## config.mk

```make
export PLATFORM = sky130hd
export DESIGN_NAME = hs_dpath_sfr_ctrl
export DESIGN_NICKNAME = d
export VERILOG_FILES = /design/src/rtl/hs_dpath_sfr_ctrl.sv
export SDC_FILE = /design/constraint.sdc
export NUM_CORES = 1
export LEC_CHECK = 0
export CORE_AREA = 2 2 39 41
export CTS_CLUSTER_DIAMETER = 120
export DETAILED_ROUTE_END_ITERATION = 6
export DIE_AREA = 0 0 41 43
export GPL_TIMING_DRIVEN = 0
export HOLD_SLACK_MARGIN = 0.05
export PLACE_DENSITY = 0.5
export REMOVE_ABC_BUFFERS = 1
export SYNTH_ARGS = -nofsm -noshare
export SYNTH_HDL_FRONTEND = slang
export SYNTH_SLANG_ARGS = --single-unit
```

## constraint.sdc

```tcl
create_clock -name clk -period 3.35 [get_ports clk]
set_clock_uncertainty 0.1 [all_clocks]
set_input_delay 0.335 -clock clk [delete_from_list [all_inputs] [get_ports clk]]
set_output_delay 0.335 -clock clk [all_outputs]
set_load 0.01 [all_outputs]
```

## src/rtl/hs_dpath_sfr_ctrl.sv

```systemverilog
`default_nettype none
// ============================================================================
// Module   : hs_dpath_sfr_ctrl
// Brief    : Valid/ready controller for an external data shift register of
//            depth LATENCY. Tracks beat validity per stage, generates the
//            register clock enable / sync clear, and provides flush and drain
//            sequencing with an occupancy count.
// Revision : 1.0 - initial release
// ============================================================================
module hs_dpath_sfr_ctrl #(
  parameter int LATENCY = 1
) (
  input  logic                               clk,
  input  logic                               aresetn,
  input  logic                               s_valid,
  output logic                               s_ready,
  output logic                               m_valid,
  input  logic                               m_ready,
  input  logic                               flush,
  input  logic                               drain,
  output logic                               drain_done,
  output logic                               sfr_ce,
  output logic                               sfr_sclr,
  output logic [$clog2(LATENCY+1)-1:0]       occupancy,
  output logic                               busy
);

  localparam int                 c_OCC_W   = $clog2(LATENCY+1);
  localparam logic [c_OCC_W-1:0] c_OCC_ONE = c_OCC_W'(1);

  localparam logic [1:0] c_ST_RUN   = 2'd0;
  localparam logic [1:0] c_ST_DRAIN = 2'd1;
  localparam logic [1:0] c_ST_CLEAR = 2'd2;

  logic [1:0]         r_state;
  logic [1:0]         w_state_nxt;
  logic [LATENCY-1:0] r_vld;
  logic [c_OCC_W-1:0] r_occ;
  logic               w_advance;
  logic               w_accept;
  logic               w_deliver;

  // The register can move whenever its output slot is empty or being taken.
  assign w_advance = !m_valid || m_ready;
  assign m_valid   = r_vld[LATENCY-1];
  assign w_accept  = s_valid && s_ready;
  assign w_deliver = m_valid && m_ready;
  assign occupancy = r_occ;
  assign busy      = (r_occ != '0) || (r_state != c_ST_RUN);

  // State register; reset parks the FSM in CLEAR so the datapath gets scrubbed.
  always_ff @(posedge clk or negedge aresetn) begin
    if (!aresetn) begin
      r_state <= c_ST_CLEAR;
    end else begin
      r_state <= w_state_nxt;
    end
  end

  // Next-state logic: flush always wins, drain only honoured from RUN.
  always_comb begin
    w_state_nxt = r_state;
    case (r_state)
      c_ST_RUN: begin
        if (flush) begin
          w_state_nxt = c_ST_CLEAR;
        end else if (drain) begin
          w_state_nxt = c_ST_DRAIN;
        end
      end
      c_ST_DRAIN: begin
        if (flush) begin
          w_state_nxt = c_ST_CLEAR;
        end else if (r_occ == '0) begin
          w_state_nxt = c_ST_RUN;
        end
      end
      c_ST_CLEAR: begin
        if (!flush) begin
          w_state_nxt = c_ST_RUN;
        end
      end
      default: begin
        w_state_nxt = c_ST_CLEAR;
      end
    endcase
  end

  // Output decode: intake only in RUN, stall-gated enable outside CLEAR.
  always_comb begin
    s_ready    = 1'b0;
    sfr_ce     = 1'b0;
    sfr_sclr   = 1'b0;
    drain_done = 1'b0;
    case (r_state)
      c_ST_RUN: begin
        sfr_ce  = w_advance;
        s_ready = w_advance;
      end
      c_ST_DRAIN: begin
        sfr_ce     = w_advance;
        // A flush landing on the completion cycle cancels the pulse.
        drain_done = (r_occ == '0) && !flush;
      end
      default: begin
        sfr_sclr = 1'b1;
      end
    endcase
  end

  generate
    if (LATENCY == 1) begin : g_vld_single
      // Single stage: the valid bit is just the accepted beat.
      always_ff @(posedge clk or negedge aresetn) begin
        if (!aresetn) begin
          r_vld <= '0;
        end else if (flush) begin
          r_vld <= '0;
        end else if (sfr_ce) begin
          r_vld <= w_accept;
        end
      end
    end else begin : g_vld_chain
      // Valid bits shift in lock-step with the data register.
      always_ff @(posedge clk or negedge aresetn) begin
        if (!aresetn) begin
          r_vld <= '0;
        end else if (flush) begin
          r_vld <= '0;
        end else if (sfr_ce) begin
          r_vld <= {r_vld[LATENCY-2:0], w_accept};
        end
      end
    end
  endgenerate

  // Occupancy counter: up on intake, down on delivery, cleared by flush.
  always_ff @(posedge clk or negedge aresetn) begin
    if (!aresetn) begin
      r_occ <= '0;
    end else if (flush) begin
      r_occ <= '0;
    end else begin
      case ({w_accept, w_deliver})
        2'b10:   r_occ <= r_occ + c_OCC_ONE;
        2'b01:   r_occ <= r_occ - c_OCC_ONE;
        default: r_occ <= r_occ;
      endcase
    end
  end

endmodule
`default_nettype wire

```

==> results.md, run 1 <==
- Outcome: completed
- Latest clock arrival within the worst-skew pair: about 0.24 ns
- Number of core rows: 14
- Count of different cell masters after synthesis: 17
- Half-perimeter wire length after placement: approximately 470 um
- Net switching power of the design: around 38 uW
- Gp weighted congestion: slightly below 0.6
- Switching power as a share of total power: between 20 and 25%
- Worst reg-to-reg path cell count: 3
- Worst-case headroom to the max-slew limit: between 80% and 90%
- Internal power component: 120.1 uW
- Setup violations, final: 0
- Count of inserted antenna diode cells: 0
- Average via count per standard cell: around 4.4
- Area of the core: 0.001384 sq mm
- Synthesized instance count: 23
- Ratio of cells with drive above 1 in the final layout: between 20% and 30%
- Clock tree from TritonCTS: yes
- Comb power frac: between 20% and 30%
- Setup repair after global routing missed its margin: no
- Clk network pwr share: around 41%
- Peak supply drop: between 0.1 and 0.15 mV
- Sequential power share: 37.2%
- Clock-pin slew of the registers on the worst-case setup and hold paths: approximately 0.040 ns
- Kind of launch point of the worst setup path: primary input
- Post-detailed-route DRC marker count: 0
- Bufs on Longest Clock Path: 2
- Shortest period the worst path allows: approximately 2.2 ns
- Antenna violations before repair: 0
- Via count of the first global-routing pass: about 230
- Final critical-path setup slack: between 1 and 1.5 ns
- Total number of H-tree levels: 1
- Total global-route track usage: about 8%
- Yosys warnings: 0
- Die ar.: 0.001763 sq mm
- Nets: 45
- Number of hold-slack violations in the final timing report: 0
- Clock Tree Root: clkbuf_4
- LEAKAGE: roughly 0.00016 uW
- Type of the worst setup path: primary input to primary output
- Worst slack at placement: roughly 1.1 ns
- Die width: ~40 um
- Routed wire length per instance: 11.02 um
- Count of non-filler cells in the finished layout: 54
- Placed insts: 50
- Largest net degree at the start of global routing: 9
- Netlist Area Pre-Place: approximately 230 sq um
- Vias: about 240
- Worst Max-Slew Pin Slew: approximately 0.24 ns
- Sequential area share after synthesis: about 44%
- # port buffers: 12
- Max-cap violations: 0
- CTS Sinks: 4
- Total power divided by cell area: approximately 400 mW/mm^2
- Die Height: ~43 um
- Hold_ws: between 0.15 and 0.2 ns
- Max Freq: 452.6 MHz
- Worst EP arrival: between 1.5 and 2 ns
- Starting density of the core: ~17%
- Wire length reported by the detailed router: around 600 um
- Mean cell area of the mapped netlist: between 10 and 15 sq um
- 1st-iter DRT viols: 0
- Remaining Overflow, GRT: 0
- Hold bufs inserted after CTS: 0
- Buffers inserted by post-CTS timing repair: 0
- Area growth from synthesis to layout: 70.27%
- Gates resized, CTS repair: 0
- Crit path capture type: primary output
- Total power consumption of the routed design: around 160 uW
- Count of TritonRoute iterations in the first routing pass: 1
- Hold crit path type: primary input to async pin
- Number of CTS-inserted buffers: 3
- First-pass GRT wire length: ~910 um
- #FFs+latches synth: 4
- I/O pin cnt: 13
- Critical Path RT: approximately 2.9 ns
- Detail Route Antenna Nets: 0
- Most frequent cells in the layout: 12 x clkdlybuf4s50_1, 3 x a21oi_1, 3 x clkbuf_4, 3 x dfrtp_1
- Final Cycle Share: 65.95%
- Setup Total Neg Slack: 0 ns
- Count of fill cells added during filler insertion: roughly 150
- Fin. max-slew vios: 0
- Commonest non-fill, non-tap cell in the layout: clkdlybuf4s50_1
- Critical path peak fanout: 8
metrics by stage:
| step | instance area (sq um) | utilization, % |
|---|---|---|
| after floorplan | 227.7 | - |
| after global placement | 367.9 | 26.58 |
| after detailed placement | 367.9 | 26.58 |
| after CTS | 394.1 | 28.48 |
| after global routing | 394.1 | 28.48 |
| final | 394.1 | 28.48 |
cells in the mapped netlist:
| master | number | area share [%] |
|---|---|---|
| clkbuf_1 | 1 | 1.6 |
| inv_1 | 1 | 1.6 |
| a21o_2 | 1 | 3.8 |
| dfstp_2 | 1 | 11 |
| or3b_4 | 1 | 4.9 |
| o21ai_0 | 1 | 2.2 |
| and2b_2 | 1 | 3.8 |
| dfrtp_1 | 3 | 32 |
| and4b_1 | 1 | 4.3 |
| mux2i_1 | 1 | 4.3 |
| nor3_1 | 1 | 2.2 |
| nand2_1 | 1 | 1.6 |
| or3_2 | 1 | 3.2 |
| nor4b_1 | 2 | 7.6 |
| or3_1 | 2 | 5.4 |
| a21oi_1 | 3 | 6.5 |
| nand3b_1 | 1 | 3.2 |
worst paths after layout:
path | start | end | slack (ns)
worst max-delay path | flush | drain_done | 1.14
worst min-delay path | aresetn | r_state[0] | 0.20
worst max register to register | r_state[0] | occupancy | 1.69
worst min register to register | r_state[1] | r_state[0] | 0.51
max in group asynchronous | aresetn | r_state[1] | 2.71
min in group clk | r_state[1] | r_state[0] | 0.51
cell type report:
type                            instances  area [sq um]  share of cell area, %
Clock buffer                            4         26.28                  6.667
Inverter                                1         3.754                 0.9524
Multi-Input combinational cell         17         122.6                  31.11
Sequential cell                         4         101.3                  25.71
Tap cell                               16         20.02                  5.079
Timing Repair Buffer                   12         120.1                  30.48
kinds of logic after synthesis:
family | Yosys count | synth area share, %
AOI/OAI and AO/OA | 5 | 12.43
buffers and inverters | 2 | 3.240
DFF | 4 | 43.78
muxes | 1 | 4.324
and+or+nand+nor | 11 | 36.22
sequential cells by signal, summed over array words and instances (netlist names):
signal     flops
m_valid        1
r_state        2
occupancy      1
metal layers:
metal  vias to the layer above  share of wire (%)  global-route usage [%]
met5                         -                  0                       0
met4                         0                  0                   8.000
met3                         0                8.1                   1.571
met2                        13                 46                   11.56
met1                       108                 46                   9.091
li1                        115                  -                       -
worst max-delay path, cell delays in order:
cell,delay (ns)
clkdlybuf4s50_1,0.52
nor4b_1,0.33
clkdlybuf4s50_1,0.58
power by group through the flow:
stage	combinational [uW]	sequential [uW]	clock, uW
5_1_grt	38.8	59.7	71.8
4_1_cts	35.6	58.9	68.5
2_1_floorplan	12.5	59.0	0
3_5_place_dp	35.4	59.5	0
3_3_place_gp	35.0	58.6	0
6_report	35.1	58.8	64.4
Power figures use the tool's default switching activity.
==> run 2: changes to the inputs <==
--- a/config.mk
+++ b/config.mk
@@ -11,7 +11,7 @@
 export DIE_AREA = 0 0 41 43
 export GPL_TIMING_DRIVEN = 0
 export HOLD_SLACK_MARGIN = 0.05
-export PLACE_DENSITY = 0.5
+export PLACE_DENSITY = 0.51
 export REMOVE_ABC_BUFFERS = 1
 export SYNTH_ARGS = -nofsm -noshare
 export SYNTH_HDL_FRONTEND = slang
==> constraint.sdc (replaced) <==
create_clock -name clk -period 2 [get_ports clk]
set_clock_uncertainty 0.1 [all_clocks]
set_input_delay 0.2 -clock clk [delete_from_list [all_inputs] [get_ports clk]]
set_output_delay 0.2 -clock clk [all_outputs]
set_load 0.01 [all_outputs]
==> results.md, run 2 (same netlist as run 1, synthesis figures left out) <==
- Outcome: completed (unchanged)
- Largest net degree at the start of global routing: 9 (unchanged)
- Most frequent cells in the layout: 10 x clkdlybuf4s50_1, 3 x a21oi_1, 3 x clkbuf_4, 3 x dfrtp_1 (was 12 x clkdlybuf4s50_1, 3 x a21oi_1, 3 x clkbuf_4, 3 x dfrtp_1)
- Starting density of the core: 16.73% (unchanged)
- Worst slack at placement: 0.01875 ns (was 1.146 ns)
- Setup violations, final: 0 (unchanged)
- Average via count per standard cell: 4.574 (was 4.370)
- LEAKAGE: 0.0001760 uW (was 0.0001597 uW)
- Dominant delay contributor by cell family on the critical path: buffers and inverters (unchanged)
- Top register by number of flip-flops: r_state (unchanged)
- Worst path depth: 5 (was 3)
- Ratio of cells with drive above 1 in the final layout: 23.68% (was 21.05%)
- Max Freq: 530.0 MHz
- Count of inserted antenna diode cells: 0 (unchanged)
- Crit path capture type: primary output (unchanged)
- Hold crit path type: primary input to async pin (unchanged)
- Remaining Overflow, GRT: 0 (unchanged)
- 1st-iter DRT viols: 2 (was 0)
- Setup Total Neg Slack: 0 ns (unchanged)
- Number of hold-slack violations in the final timing report: 0 (unchanged)
- Cell type with the highest occurrence count on the critical path: clkdlybuf4s50_1 (unchanged)
- Final Cycle Share: a little over nine tenths
- Latest clock arrival within the worst-skew pair: 0.23 ns (was 0.24 ns)
- Area of the core: 0.001384 sq mm (unchanged)
- Worst EP arrival: 1.59 ns (was 1.77 ns)
- Total power divided by cell area: 649.1 mW/mm^2 (was 401.5 mW/mm^2)
- Count of TritonRoute iterations in the first routing pass: 4 (was 1)
- Peak supply drop: 0.2110 mV (was 0.1401 mV)
- Hold_ws: 0.07066 ns (was 0.1965 ns)
- Critical Path RT: 1.70 ns (was 2.91 ns)
- Clock tree from TritonCTS: yes (unchanged)
- Die Height: 43 um (unchanged)
- Post-detailed-route DRC marker count: 0 (unchanged)
- I/O pin cnt: 13 (unchanged)
- Worst-case headroom to the max-slew limit: 82.07% (was 83.88%)
- Net switching power of the design: 62.65 uW (was 38.17 uW)
- Type of the worst setup path: primary input to primary output (unchanged)
- Gates resized, CTS repair: 0 (unchanged)
- Total number of H-tree levels: 1 (unchanged)
- Nets: 45 (unchanged)
- Number of core rows: 14 (unchanged)
- Worst reg-to-reg path cell count: 3 (unchanged)
- Crit-path max cell delay: 0.52 ns (was 0.58 ns)
- Shortest period the worst path allows: around 1.9 ns
- Bufs on Longest Clock Path: 2 (unchanged)
- Crit-path slowest cell: clkdlybuf4s50_1 (unchanged)
- R2r startpoint: r_state[0] (unchanged)
- Antenna violations before repair: 0 (unchanged)
- Die width: 41 um (unchanged)
- Sequential power share: 37.5% (was 37.2%)
- Switching power as a share of total power: 23.81% (was 24.12%)
- Worst Max-Slew Pin Slew: 0.2685 ns (was 0.2384 ns)
- Endpoint of the most critical register-to-register path: occupancy (unchanged)
- First-pass GRT wire length: 897 um (was 910 um)
- Number of CTS-inserted buffers: 3 (unchanged)
- Comb power frac: 22.1% (about the same)
- Fin. max-slew vios: 0 (unchanged)
- Internal power component: 200.5 uW (was 120.1 uW)
- Detail Route Antenna Nets: 0 (unchanged)
- Routed wire length per instance: 10.50 um (was 11.02 um)
- Number of flip-flops under the largest register name: 2 (unchanged)
- Wire length reported by the detailed router: 567 um (was 595 um)
- Total global-route track usage: 7.956% (was 8.056%)
- Clock-pin slew of the registers on the worst-case setup and hold paths: 0.04 ns (about the same)
- # port buffers: 12 (unchanged)
- Worst-case register-to-register setup slack: 0.36 ns (was 1.69 ns)
- Cell-by-cell listing of the critical path: clkdlybuf4s50_1 -> inv_1 -> a21oi_1 -> and2b_2 -> clkdlybuf4s50_1 (was clkdlybuf4s50_1 -> nor4b_1 -> clkdlybuf4s50_1)
- Kind of launch point of the worst setup path: primary input (unchanged)
- Vias: 247 (was 236)
- Buffers inserted by post-CTS timing repair: 0 (unchanged)
- Commonest non-fill, non-tap cell in the layout: clkdlybuf4s50_1 (unchanged)
- Final critical-path setup slack: 0.1132 ns (was 1.141 ns)
- Critical path buffers and inverters: 3 (was 2)
- Clock Tree Root: clkbuf_4 (unchanged)
- Die ar.: 0.001763 sq mm (unchanged)
- Hold bufs inserted after CTS: 0 (unchanged)
- Critical path peak fanout: 2 (was 8)
- Max-cap violations: 0 (unchanged)
- Via count of the first global-routing pass: 208 (was 226)
- Half-perimeter wire length after placement: 459.3 um (was 472.8 um)
- Gp weighted congestion: 0.6384 (was 0.5775)
- Setup repair after global routing missed its margin: no (unchanged)
- Clk network pwr share: 40.5% (was 40.7%)
- Area growth from synthesis to layout: 75.14% (was 70.27%)
- CTS Sinks: 4 (unchanged)
run 2: layout make-up:
cell class / instances / area [sq um]
clock buffer: 4 / 26.28
fill: 161 / 978.4
inverter: 1 / 3.754
multi-input combinational: 17 / 128.9
sequential: 4 / 101.3
tap: 16 / 20.02
timing repair buffer: 12 / 125.1
run 2: power groups by stage:
stage / Clock [uW] / Sequential, uW / Combinational, uW
6_report: 106 / 98.6 / 58.1
2_1_floorplan: 0 / 98.9 / 21.0
4_1_cts: 113 / 98.0 / 59.8
3_3_place_gp: 0 / 98.1 / 59.1
5_1_grt: 115 / 101 / 64.3
3_5_place_dp: 0 / 98.9 / 59.4
run 2: metal layers:
metal | vias up | wire length [um] | GRT usage [%]
met5 | - | 0 | 0
met4 | 0 | 0 | 8.000
met3 | 0 | 77 | 1.571
met2 | 18 | 235 | 10.94
met1 | 113 | 254 | 9.416
li1 | 116 | - | -
run 2: worst max-delay path by stage:
stage | startpoint | to | slack (ns)
floorplan | r_state[0] | occupancy | 0.44
global placement | flush | drain_done | 0.06
detailed placement | flush | drain_done | 0.02
CTS | flush | drain_done | 0.005
global route | m_ready | s_ready | 0.02
finish | m_ready | s_ready | 0.11
run 2: stage by stage:
| stage | area [sq um] | power, uW | utilization [%] | cells |
|---|---|---|---|---|
| finish | 405.4 | 263.1 | 29.29 | 54 |
| CTS | 394.1 | 270.7 | 28.48 | 54 |
| global route | 405.4 | 280.7 | 29.29 | 54 |
| global placement | 367.9 | 157.2 | 26.58 | 50 |
| floorplan | 227.7 | 119.9 | - | 22 |
| detailed placement | 367.9 | 158.4 | 26.58 | 50 |
